**src/rtl/divider_stream_ctrl.sv**
```systemverilog
// divider_stream_ctrl: streams tagged divide requests through a divider IP and returns the results in issue order under a credit limit
// Ports:
//   clk, rst                    clock and synchronous active-high reset (also drives the IP's aresetn = ~rst)
//   in_valid/in_ready/in_*      request stream: signed divisor, signed dividend, user tag
//   s_axis_divisor_*            divisor operand channel to the IP
//   s_axis_dividend_*           dividend operand channel to the IP
//   m_axis_dout_*               IP result channel (non-blocking, no tready)
//   result_*                    in-order result stream with tag and divide-by-zero flag
//   busy                        at least one accepted op has not yet been popped
//   protocol_err                sticky: the IP produced a result with no op outstanding
module divider_stream_ctrl #(
   parameter int DOUT_TDATA_WIDTH     = 48,
   parameter int DIVISOR_TDATA_WIDTH  = 32,
   parameter int DIVIDEND_TDATA_WIDTH = 32,
   parameter int TAG_WIDTH            = 4,
   parameter int MAX_OUTSTANDING      = 4,
   parameter int ZERO_CHECK           = 1
) (
   input  logic                            clk,
   input  logic                            rst,
   input  logic                            in_valid,
   output logic                            in_ready,
   input  logic [DIVISOR_TDATA_WIDTH-1:0]  in_divisor,
   input  logic [DIVIDEND_TDATA_WIDTH-1:0] in_dividend,
   input  logic [TAG_WIDTH-1:0]            in_tag,
   output logic [DIVISOR_TDATA_WIDTH-1:0]  s_axis_divisor_tdata,
   output logic                            s_axis_divisor_tvalid,
   input  logic                            s_axis_divisor_tready,
   output logic [DIVIDEND_TDATA_WIDTH-1:0] s_axis_dividend_tdata,
   output logic                            s_axis_dividend_tvalid,
   input  logic                            s_axis_dividend_tready,
   input  logic [DOUT_TDATA_WIDTH-1:0]     m_axis_dout_tdata,
   input  logic                            m_axis_dout_tvalid,
   output logic [DOUT_TDATA_WIDTH-1:0]     result_data,
   output logic [TAG_WIDTH-1:0]            result_tag,
   output logic                            result_dbz,
   output logic                            result_valid,
   input  logic                            result_ready,
   output logic                            busy,
   output logic                            protocol_err
);
   localparam int AW = $clog2(MAX_OUTSTANDING);
   localparam int CW = AW + 1;
   logic [CW-1:0] credits, pend;
   logic [AW-1:0] tw, tr;
   logic [AW:0] rw, rr;
   logic [TAG_WIDTH:0] tag_mem [MAX_OUTSTANDING];
   logic [DOUT_TDATA_WIDTH-1:0] res_mem [MAX_OUTSTANDING];
   logic acc, pop, stray, got, dbz;
   // the issue register is empty once neither channel still holds a tvalid
   assign in_ready = (credits != '0) && !s_axis_divisor_tvalid && !s_axis_dividend_tvalid;
   assign acc = in_valid && in_ready;
   assign result_valid = rw != rr;
   assign pop = result_valid && result_ready;
   // pend counts ops accepted but not yet answered by the IP; a result with none pending is dropped
   assign stray = m_axis_dout_tvalid && (pend == '0);
   assign got = m_axis_dout_tvalid && !stray;
   assign dbz = (ZERO_CHECK != 0) && (in_divisor == '0);
   assign {result_tag, result_dbz} = tag_mem[tr];
   assign result_data = result_dbz ? '0 : res_mem[rr[AW-1:0]];
   assign busy = credits != CW'(MAX_OUTSTANDING);
   always_ff @(posedge clk) begin
      if (rst) begin
         credits <= CW'(MAX_OUTSTANDING);
         pend <= '0;
         tw <= '0;
         tr <= '0;
         rw <= '0;
         rr <= '0;
         s_axis_divisor_tvalid <= 1'b0;
         s_axis_dividend_tvalid <= 1'b0;
         s_axis_divisor_tdata <= '0;
         s_axis_dividend_tdata <= '0;
         protocol_err <= 1'b0;
      end else begin
         credits <= credits - CW'(acc) + CW'(pop);
         pend <= pend + CW'(acc) - CW'(got);
         tw <= tw + AW'(acc);
         tr <= tr + AW'(pop);
         rw <= rw + CW'(got);
         rr <= rr + CW'(pop);
         // each channel drops its tvalid independently once its own tready is seen
         s_axis_divisor_tvalid <= acc || (s_axis_divisor_tvalid && !s_axis_divisor_tready);
         s_axis_dividend_tvalid <= acc || (s_axis_dividend_tvalid && !s_axis_dividend_tready);
         s_axis_divisor_tdata <= acc ? in_divisor : s_axis_divisor_tdata;
         s_axis_dividend_tdata <= acc ? in_dividend : s_axis_dividend_tdata;
         protocol_err <= protocol_err || stray;
      end
   end
   always_ff @(posedge clk) begin
      if (acc) tag_mem[tw] <= {in_tag, dbz};
      if (got) res_mem[rw[AW-1:0]] <= m_axis_dout_tdata;
   end
endmodule

```
**config.mk**
```make
export PLATFORM = sky130hd
export DESIGN_NAME = divider_stream_ctrl
export DESIGN_NICKNAME = d
export VERILOG_FILES = /design/src/rtl/divider_stream_ctrl.sv
export SDC_FILE = /design/constraint.sdc
export NUM_CORES = 1
export LEC_CHECK = 0
export ABC_CLOCK_PERIOD_IN_PS = 5880
export CAP_MARGIN = 20
export CORE_UTILIZATION = 48
export CTS_CLUSTER_SIZE = 40
export DETAILED_ROUTE_END_ITERATION = 6
export GPL_ROUTABILITY_DRIVEN = 0
export GPL_TIMING_DRIVEN = 0
export HOLD_SLACK_MARGIN = 0.1
export PLACE_DENSITY = 0.76
export SLEW_MARGIN = 20
export SYNTH_ARGS = -nofsm -noshare
export SYNTH_HDL_FRONTEND = slang
export SYNTH_SLANG_ARGS = --single-unit
```
**constraint.sdc**
```tcl
create_clock -name clk -period 5.88 [get_ports clk]
set_input_delay 1.176 -clock clk [delete_from_list [all_inputs] [get_ports clk]]
set_output_delay 1.176 -clock clk [all_outputs]
set_load 0.02 [all_outputs]
```
==> summary.txt <==
Clock network
  • Clock transition at path regs: 0.06 ns
  • Post_cts resized: 0
  • TritonCTS buffer count: 29
  • Postcts setup bufs: 0
  • Clock buffer depth: 3
  • Clock Latency Late Sink: 0.53 ns
  • CTS sink cnt: 295
  • CTS tree: yes
  • H-tree depth: 1
  • Clk root buf: clkbuf_16
  • Hold_buf cts: 0

Setup path
  • Crit. Startpoint: tr[0]
  • Req. time, crit path: 4.70 ns
  • Largest delay share family, worst path: buffers and inverters
  • Setup CP Type: reg -> out
  • Critical path capture point type: output pin
  • Buf/Inv on CP: 3
  • Nature of the critical path startpoint: register
  • Max incr delay on CP: 0.63 ns
  • Data arrival, critical path: 2.79 ns
  • Worst path slowest cell: clkdlybuf4s50_1
  • Critical Path Fanout Max: 10
  • Worst reg2reg path startpoint: credits[1]
  • Cell chain of the critical path: buf_6, mux4_2, clkbuf_1, nor2b_1, clkdlybuf4s50_1

Routing
  • DRT Wirelength: 24,500 um
  • Via count: 6,776
  • Post-DRT Antenna Nets: 0
  • # DRC: 0
  • Vias per cell: 5.023
  • Pre-antenna DRT Iters: 4
  • WL per Instance: 18.16 um
  • DR iter-0 viols: 296

Yosys
  • Post-Synthesis Cells: 712
  • Mapped Area: 11,880 um^2
  • Synth area leaders: edfxtp_1, dfxtp_1, mux4_2
  • Netlist cell types: 30
  • Ys Warns: 0
  • Yosys top cell area share: 53.58%
  • Synth Register Bits: 295
  • Post-synthesis sequential area ratio: 67.57%
  • Cell taking the most area after synthesis: edfxtp_1
  • Mapped Nets: 847
  • Syn avg cell area: 16.69 um^2

STA
  • Worst slew pin tran: 0.8915 ns
  • Hold WS: 0.4744 ns
  • Relative slew slack: 40.44%
  • Fmax: 252.1 MHz
  • Tmin final: 3.967 ns
  • Tcrit/Tclk final: 67.46%
  • Slew Limit Fails: 0
  • Clk_skew: 0.01201 ns
  • Final hold viol count: 0
  • Unrepaired setup endpoints after global routing: no
  • Setup-failing EPs final: 0
  • Slack of the critical path: 1.913 ns

Floorplanning
  • Die ar.: 25,390 um^2
  • Rows: 57
  • DIE HEIGHT: 159.3 um
  • Die Span X: 159.3 um
  • CORE AREA: 24,320 um^2
  • Starting Density: 48.86%
  • I/O pins: 246

Pwr
  • Total power: 7.009 mW
  • Peak VDD IR: 273.2 uV
  • Leak Pwr: 5.461 nW
  • Power density over cell area: 439.9 nW/um^2

GRT
  • Global-route wire length before repair: 38,390 um
  • Largest net degree at the start of global routing: 34
  • Grt met2 use: 33.55%
  • Vias in the first global route: 7,068
  • Antenna violations before repair: 0
  • Grt total ovfl: 0
  • GR Util met3: 5.392%
  • GR peak layer: met2
  • Overall Global Routing Usage: 19.39%
  • Met1 Resource Use GR: 24.17%

Job
  • Max-cap violations: 0

Hold path
  • Worst hold-check path type: reg -> reg
  • Hold path start: s_axis_dividend_tdata[12]

Status
  • Run status: finished, final reports clean

Placed design
  • Post-DP HPWL: 17,360 um
  • Pre-CTS setup slack: 2.171 ns
  • Dpl cells: 1,295
  • I/O Buffers: 244

Finish
  • Share of cells above drive strength 1: 14.06%
  • Area occupied by multi-input gates: 3603 um^2
  • P&R area growth vs syn: 34.09%
  • Non-filler cells, final: 1,349
  • Post-layout nets: 1,137
  • Fillers: 1,706
  • Storage element area: 8028 um^2
where the power goes:
part | total, mW | internal [mW] | switching [mW]
sequential | 2.66 | 2.54 | 0.116
combinational | 2.42 | 1.27 | 1.16
clock | 1.93 | 1.18 | 0.742
state kept, by name, indices dropped and copies added, names as in the netlist:
name,cells
credits,3
pend,3
protocol_err,1
res_mem,192
rr,3
rw,3
s_axis_dividend_tdata,32
s_axis_dividend_tvalid,1
s_axis_divisor_tdata,32
s_axis_divisor_tvalid,1
tag_mem,20
tr,2
tw,2
cells in the final DEF (no fill, tap or decap), types with 2 or more instances in the layout:
cell / count
clkdlybuf4s50_1: 244
edfxtp_1: 212
nand2b_1: 132
dfxtp_1: 83
mux2i_1: 64
mux4_2: 49
nor2b_1: 46
clkbuf_16: 31
clkbuf_1: 29
nor2_1: 11
buf_6: 11
nor2b_4: 10
ha_1: 10
buf_4: 10
buf_2: 9
xnor2_1: 8
nor4_1: 8
nor3_1: 5
inv_1: 5
mux4_1: 4
clkbuf_8: 4
bufinv_16: 4
clkinv_2: 4
nand2_1: 3
buf_12: 3
a21oi_1: 3
and2_1: 2
nor3b_1: 2
nand4_1: 2
xor2_1: 2
fa_1: 2
worst paths after layout:
check	to	slack, ns	depth (start not counted)
worst max-delay path	result_data[23]	1.91	5
worst min-delay path	s_axis_dividend_tdata[12]	0.47	2
worst max register to register	credits[2]	3.22	12
worst min register to register	s_axis_dividend_tdata[12]	0.47	2
cell usage after synthesis, drive strengths merged:
master / instances
a21oi: 3
and2: 2
and3: 2
buf: 19
clkbuf: 22
dfxtp: 83
edfxtp: 212
fa: 2
ha: 10
inv: 6
mux2i: 64
mux4: 53
nand2: 3
nand2b: 132
nand3: 1
nand3b: 1
nand4: 2
nor2: 12
nor2b: 56
nor3: 6
nor3b: 3
nor4: 8
xnor2: 8
xor2: 2
cell families after synthesis:
logic type | count (synthesis) | share of synthesized area (%)
simple gates | 228 | 12.32
xor+xnor | 10 | 0.7372
fa+ha+maj | 12 | 1.390
buf+inv | 47 | 2.296
mux | 117 | 15.56
flops | 295 | 67.57
compound gates | 3 | 0.1263
layout make-up:
| type | instances | area share (%) |
|---|---|---|
| inverters | 6 | 0.1414 |
| well taps | 324 | 2.545 |
| clock inverters | 10 | 0.9503 |
| repair buffers | 259 | 16.37 |
| clock buffers | 43 | 5.403 |
| multi-input cells | 370 | 22.62 |
| flip-flops and latches | 295 | 50.39 |
| plain buffers | 41 | 1.571 |
| diodes | 1 | 0.01571 |
worst register-to-register path, stage by stage (launching register included):
cell and delay [ns]:
dfxtp_1 0.43, nor3_1 0.10, nand3b_2 0.31, inv_2 0.13, buf_2 0.30, ha_1 0.29
inv_1 0.06, ha_1 0.12, inv_1 0.05, fa_1 0.37, xor2_1 0.18, xnor2_1 0.15
nand2b_1 0.07
through the flow:
step | util, % | instance area, um^2 | TNS (ns)
after floorplan | - | 11880 | 0
after global placement | 60.56 | 14730 | -223.78
after detailed placement | 61.34 | 14920 | 0
after CTS | 65.50 | 15930 | 0
after global routing | 65.50 | 15930 | 0
final | 65.51 | 15930 | 0
metal layers:
layer	share of wire, %	wire [um]
met5	0	0
met4	1.7	413
met3	7.8	1918
met2	49	12000
met1	41	10170
(Power assumes the default switching activity.)
